==> src/rtl/cu_defs.sv <==
// Shared opcode, state and control-word definitions for the accumulator CPU control unit.
// Also imported by the datapath bench. A-source encoding 2'b11 (zero) exists but this unit never selects it.
package cu_defs;

  localparam int unsigned OP_W    = 3;
  localparam int unsigned STATE_W = 3;
  localparam int unsigned ASEL_W  = 2;

  typedef enum logic [OP_W-1:0] {
    OP_LOAD  = 3'd0,
    OP_STORE = 3'd1,
    OP_ADD   = 3'd2,
    OP_SUB   = 3'd3,
    OP_IN    = 3'd4,
    OP_JZ    = 3'd5,
    OP_JPOS  = 3'd6,
    OP_HALT  = 3'd7
  } opcode_t;

  typedef enum logic [STATE_W-1:0] {
    S_START  = 3'd0,
    S_FETCH  = 3'd1,
    S_DECODE = 3'd2,
    S_EXEC   = 3'd3,
    S_INWAIT = 3'd4,
    S_INREL  = 3'd5,
    S_HALTED = 3'd6,
    S_UNUSED = 3'd7
  } state_t;

  localparam logic [ASEL_W-1:0] ASEL_ALU = 2'b00;
  localparam logic [ASEL_W-1:0] ASEL_IN  = 2'b01;
  localparam logic [ASEL_W-1:0] ASEL_RAM = 2'b10;

  typedef struct packed {
    logic              ir_load;
    logic              jmp_mux;
    logic              pc_load;
    logic              mem_inst;
    logic              mem_wr;
    logic              a_load;
    logic              sub;
    logic [ASEL_W-1:0] a_sel;
    logic              halt;
  } ctrl_word_t;

endpackage

==> src/rtl/control_unit_if.sv <==
// Datapath <-> control unit signal bundle; master is the control unit, slave the datapath.
interface control_unit_if;
  import cu_defs::*;

  logic [OP_W-1:0]    IR;
  logic               Aeq0;
  logic               Apos;
  logic               Enter;
  logic               IRload;
  logic               JMPmux;
  logic               PCload;
  logic               Meminst;
  logic               MemWr;
  logic               Aload;
  logic               Sub;
  logic [ASEL_W-1:0]  Asel;
  logic               Halt;
  logic [STATE_W-1:0] State;

  modport master (
    input  IR, Aeq0, Apos, Enter,
    output IRload, JMPmux, PCload, Meminst, MemWr, Aload, Sub, Asel, Halt, State
  );

  modport slave (
    output IR, Aeq0, Apos, Enter,
    input  IRload, JMPmux, PCload, Meminst, MemWr, Aload, Sub, Asel, Halt, State
  );

endinterface

==> src/rtl/cu_outdec.sv <==
// Combinational decoder from FSM state, opcode and status flags to the datapath control word.
module cu_outdec
  import cu_defs::*;
(
  input  state_t     state,
  input  opcode_t    op,
  input  logic       aeq0,
  input  logic       apos,
  input  logic       enter,
  output ctrl_word_t cw
);

  always_comb begin
    cw = '0;
    case (state)
      S_FETCH: begin
        cw.ir_load = 1'b1;
        cw.pc_load = 1'b1;
      end
      S_DECODE: cw.mem_inst = 1'b1;
      S_EXEC: begin
        case (op)
          OP_LOAD: begin
            cw.mem_inst = 1'b1;
            cw.a_sel    = ASEL_RAM;
            cw.a_load   = 1'b1;
          end
          OP_STORE: begin
            cw.mem_inst = 1'b1;
            cw.mem_wr   = 1'b1;
          end
          OP_ADD, OP_SUB: begin
            cw.mem_inst = 1'b1;
            cw.a_sel    = ASEL_ALU;
            cw.sub      = (op == OP_SUB);
            cw.a_load   = 1'b1;
          end
          // Branch flags are only looked at here, in the single EXEC cycle.
          OP_JZ: begin
            cw.jmp_mux = 1'b1;
            cw.pc_load = aeq0;
          end
          OP_JPOS: begin
            cw.jmp_mux = 1'b1;
            cw.pc_load = apos;
          end
          default: ;
        endcase
      end
      S_INWAIT: begin
        cw.a_sel  = ASEL_IN;
        cw.a_load = enter;
      end
      S_HALTED: cw.halt = 1'b1;
      default: ;
    endcase
  end

endmodule

==> src/rtl/control_unit.sv <==
// Control unit FSM for the accumulator CPU: fetch/decode/execute sequencing plus IN key handshake.
module control_unit
  import cu_defs::*;
(
  input  logic           Clock,
  input  logic           Reset,
  control_unit_if.master bus
);

  state_t     state;
  state_t     state_next;
  logic       released;
  opcode_t    op;
  ctrl_word_t cw;

  assign op = opcode_t'(bus.IR);

  // released holds START for one extra edge after reset drops, so FETCH lands on the second edge.
  always_ff @(posedge Clock or posedge Reset) begin
    if (Reset) begin
      state    <= S_START;
      released <= 1'b0;
    end else begin
      state    <= state_next;
      released <= 1'b1;
    end
  end

  always_comb begin
    state_next = state;
    case (state)
      S_START:  if (released) state_next = S_FETCH;
      S_FETCH:  state_next = S_DECODE;
      S_DECODE: begin
        if (op == OP_IN)        state_next = S_INWAIT;
        else if (op == OP_HALT) state_next = S_HALTED;
        else                    state_next = S_EXEC;
      end
      S_EXEC:   state_next = S_FETCH;
      S_INWAIT: if (bus.Enter) state_next = S_INREL;
      // INREL waits for key release so one press loads A only once.
      S_INREL:  if (!bus.Enter) state_next = S_FETCH;
      S_HALTED: state_next = S_HALTED;
      default:  state_next = S_START;
    endcase
  end

  cu_outdec u_outdec (
    .state (state),
    .op    (op),
    .aeq0  (bus.Aeq0),
    .apos  (bus.Apos),
    .enter (bus.Enter),
    .cw    (cw)
  );

  assign bus.IRload  = cw.ir_load;
  assign bus.JMPmux  = cw.jmp_mux;
  assign bus.PCload  = cw.pc_load;
  assign bus.Meminst = cw.mem_inst;
  assign bus.MemWr   = cw.mem_wr;
  assign bus.Aload   = cw.a_load;
  assign bus.Sub     = cw.sub;
  assign bus.Asel    = cw.a_sel;
  assign bus.Halt    = cw.halt;
  assign bus.State   = STATE_W'(state);

endmodule

==> src/flat_wrapper.sv <==
// flat-port wrapper written by rule: the top's interface ports become plain ports
module control_unit_flat import cu_defs::*;
  (Clock, Reset, bus_IR, bus_Aeq0, bus_Apos, bus_Enter, bus_IRload, bus_JMPmux, bus_PCload, bus_Meminst, bus_MemWr, bus_Aload, bus_Sub, bus_Asel, bus_Halt, bus_State);
  control_unit_if bus_i ();
  input  logic Clock;
  input  logic Reset;
  input wire logic [$bits(bus_i.IR)-1:0] bus_IR;
  input wire logic [$bits(bus_i.Aeq0)-1:0] bus_Aeq0;
  input wire logic [$bits(bus_i.Apos)-1:0] bus_Apos;
  input wire logic [$bits(bus_i.Enter)-1:0] bus_Enter;
  output wire logic [$bits(bus_i.IRload)-1:0] bus_IRload;
  output wire logic [$bits(bus_i.JMPmux)-1:0] bus_JMPmux;
  output wire logic [$bits(bus_i.PCload)-1:0] bus_PCload;
  output wire logic [$bits(bus_i.Meminst)-1:0] bus_Meminst;
  output wire logic [$bits(bus_i.MemWr)-1:0] bus_MemWr;
  output wire logic [$bits(bus_i.Aload)-1:0] bus_Aload;
  output wire logic [$bits(bus_i.Sub)-1:0] bus_Sub;
  output wire logic [$bits(bus_i.Asel)-1:0] bus_Asel;
  output wire logic [$bits(bus_i.Halt)-1:0] bus_Halt;
  output wire logic [$bits(bus_i.State)-1:0] bus_State;
  assign bus_i.IR = bus_IR;
  assign bus_i.Aeq0 = bus_Aeq0;
  assign bus_i.Apos = bus_Apos;
  assign bus_i.Enter = bus_Enter;
  assign bus_IRload = bus_i.IRload;
  assign bus_JMPmux = bus_i.JMPmux;
  assign bus_PCload = bus_i.PCload;
  assign bus_Meminst = bus_i.Meminst;
  assign bus_MemWr = bus_i.MemWr;
  assign bus_Aload = bus_i.Aload;
  assign bus_Sub = bus_i.Sub;
  assign bus_Asel = bus_i.Asel;
  assign bus_Halt = bus_i.Halt;
  assign bus_State = bus_i.State;
  control_unit u_core (.Clock(Clock), .Reset(Reset), .bus(bus_i));
endmodule
==> config.mk <==
export PLATFORM = sky130hd
export DESIGN_NAME = control_unit_flat
export DESIGN_NICKNAME = d
export VERILOG_FILES = /design/src/rtl/cu_defs.sv /design/src/rtl/control_unit_if.sv /design/src/rtl/cu_outdec.sv /design/src/rtl/control_unit.sv /design/src/flat_wrapper.sv
export SDC_FILE = /design/constraint.sdc
export NUM_CORES = 1
export LEC_CHECK = 0
export ABC_AREA = 1
export BUFFER_PORTS_ARGS = -buffer_cell sky130_fd_sc_hd__buf_2
export CAP_MARGIN = 20
export CORE_AREA = 2 2 39 41
export DETAILED_ROUTE_END_ITERATION = 8
export DIE_AREA = 0 0 41 43
export PLACE_DENSITY = 0.57
export SETUP_SLACK_MARGIN = 0.4
export SLEW_MARGIN = 10
export SYNTH_ARGS = -nofsm -noshare
export SYNTH_HDL_FRONTEND = slang
export SYNTH_HIERARCHICAL = 1
export SYNTH_SLANG_ARGS = --single-unit
==> constraint.sdc <==
create_clock -name Clock -period 2.25 [get_ports Clock]
set_clock_uncertainty 0.05 [all_clocks]
set_input_delay 0 -clock Clock [delete_from_list [all_inputs] [get_ports Clock]]
set_output_delay 0 -clock Clock [all_outputs]
set_load 0.01 [all_outputs]
==> flow_summary.ini <==
[cts]
cts_buffers = 3
cts_max_level = 1
cts.sinks = 4
cts_tree = done
root_buffer = clkbuf_4
cts_resized = 0
ctsLongestPathBuffers = 2
clkTransAtPathRegs_ns = 0.03
clock_latency_ns = 0.23

[grt]
use_met1 = 0.147
grt_overflow = 0
grt_max_degree = 12
grt_util_met3 = 0
top_usage_layer = met2
grtUsageMet2 = 0.172
grt_pass1_vias = 369
track_usage = 0.113
grt_pass1_wl_um = 1360
antenna_found_initial = 0

[timing]
setup_viol = 0
setup_tns_ns = 0
fmax_mhz = 741
slew_viol_final = 0
finalCritPeriodShare = 0.600
hold_violations = 0
rsz0062_at_grt = false
holdWs_ns = 0.0622
fin_crit_ns = 1.35

[worst_hold_path]
hold_start = bus_Enter
hold_path_end = u_core/bus.State[0]
hold_path.class = input port to flop
hold_depth = 3

[placement]
port_buffers = 20
place_congestion = 0.727
post_dp_cell_area_um2 = 482
dp_hpwl_um = 748

[critical_path]
cp.arrival_ns = 1.30
reg2regPathDepth = 5
crit_path_end_kind = output pin
critPathLaunchType = flop
worst_r2r_startpoint = u_core/bus.State[0]
r2r-end = u_core/bus.State[0]
worstPathMaxFanout = 8
required_ns = 2.20
path_class = flop to output pin
rrSetupSlack_ns = 1.09

[synth]
synth-seq-cells = 4
synthArstFlopShare = 1.00
yosysWarnings = 6
ys_top_cells_by_count = nand2_1 (19), inv_1 (8), nor2_1 (7), nand3_1 (6), dfrtp_1 (4)
yosysSeqAreaShare = 0.277
synth.most_common_cell = nand2_1
synth_edf_count = 0
synth_area_um2 = 362
yosys.area.top_type = dfrtp_1
synth_cell_types = 16
ys.flop_type = dfrtp_1
synth.top_cells.by_area = dfrtp_1 (28%), nand2_1 (20%), nand3_1 (8.3%)
syn_area_per_cell_um2 = 6.03
synth_cells = 60
netlist.area_leader.share = 0.277
syn_nets = 68

[route]
drc = 0
drt-initial-drc-count = 5
drt_first_pass_iters = 3
wl_per_cell_um = 9.41
wl_um = 941
vias = 445
vias_per_cell = 4.45
drtAntennaViolNets = 0

[floorplan]
rows = 14
die_area_um2 = 1760
die_w_um = 41
start_util = 0.261
ios = 21
dieHeight_um = 43
core_um2 = 1380

[flow_run]
max_cap_violations = 0

[outcome]
status = finished clean

[pwr]
power.static_leakage_nw = 0.317
power.density_nw_per_um2 = 1070
ir_drop_mv = 0.646

[cells_and_area]
fillers = 159
drive_gt1_frac = 0.357
final_nets = 94
final_area_um2 = 514
n_antenna_cell = 0
area_delta_synth_final_pct = 42.2
## report_power, final
group          switching (W)  internal [W]  total [W]
Combinational       0.000186      0.000123   0.000309
Sequential         0.0000584     0.0000981   0.000157
Clock              0.0000259     0.0000594  0.0000854
## what timing repair did
| action | in CTS | in global routing |
|---|---|---|
| buffers inserted | 0 | 0 |
| endpoints found under the hold margin | 4 | 0 |
| hold buffers | 1 | 0 |
## logic make-up (layout without fill, tap and decap cells)
logic type,Yosys count,in the layout,share of synthesized area
flops,4,4,0.277
simple gates,41,41,0.547
buf+inv,10,34,0.104
compound gates,4,4,0.0623
other cells,1,1,0.0104
## cells in the final DEF (no fill, tap or decap), drive strengths merged
master	Yosys	layout
a211oi	1	1
clkbuf	0	3
nor2	7	7
nor3	2	2
nand2	20	20
nand4	3	3
conb	1	1
buf	0	20
a21oi	1	1
nand3	9	9
inv	10	10
dfrtp	4	4
o21ai	2	2
dlygate4sd3	0	1
## sequential cells by signal, summed over array words and instances, names as in the netlist
name	flops
u_core/bus.State	3
u_core/released	1
## critical path, cell delays in order, from the launching register on
cell and delay [ns]:
dfrtp_1 0.45, inv_1 0.16, nand3_2 0.09, inv_2 0.09, nand2_2 0.06, nor2_1 0.09
buf_2 0.14
## per-layer routing
metal  routed length (um)  share of wire
met1                  423           0.45
met2                  450           0.48
met3                   66          0.070
met4                    0              0
met5                    0              0
## worst max-delay path by stage
stage	from	endpoint	slack (ns)
finish	u_core/bus.State[2]	bus_Sub	0.90
floorplan	u_core/bus.State[0]	u_core/bus.State[0]	1.14
CTS	u_core/bus.State[2]	bus_Sub	0.87
global route	u_core/bus.State[2]	bus_Sub	0.76
detailed placement	u_core/bus.State[0]	u_core/bus.State[0]	1.09
global placement	u_core/bus.State[0]	u_core/bus.State[0]	1.09
## cell type report
class,instances,area [um^2],share of cell area
Multi-Input combinational cell,46,224,0.436
Timing Repair Buffer,21,110,0.214
Sequential cell,4,100,0.195
Inverter,10,37.5,0.0730
Clock buffer,3,22.5,0.0438
Tap cell,16,20.0,0.0389
## per-stage QoR
step | setup WS, ns | power (W) | std cells | utilization
4_1_cts | 0.871 | 0.000563 | 100 | 0.372
3_3_place_gp | 1.09 | 0.000466 | 96 | 0.348
2_1_floorplan | 1.14 | 0.000353 | 60 | -
5_1_grt | 0.764 | 0.000607 | 100 | 0.372
6_report | 0.900 | 0.000551 | 100 | 0.372
3_5_place_dp | 1.09 | 0.000468 | 96 | 0.348
Note: power is estimated with default switching activity, not from simulation.
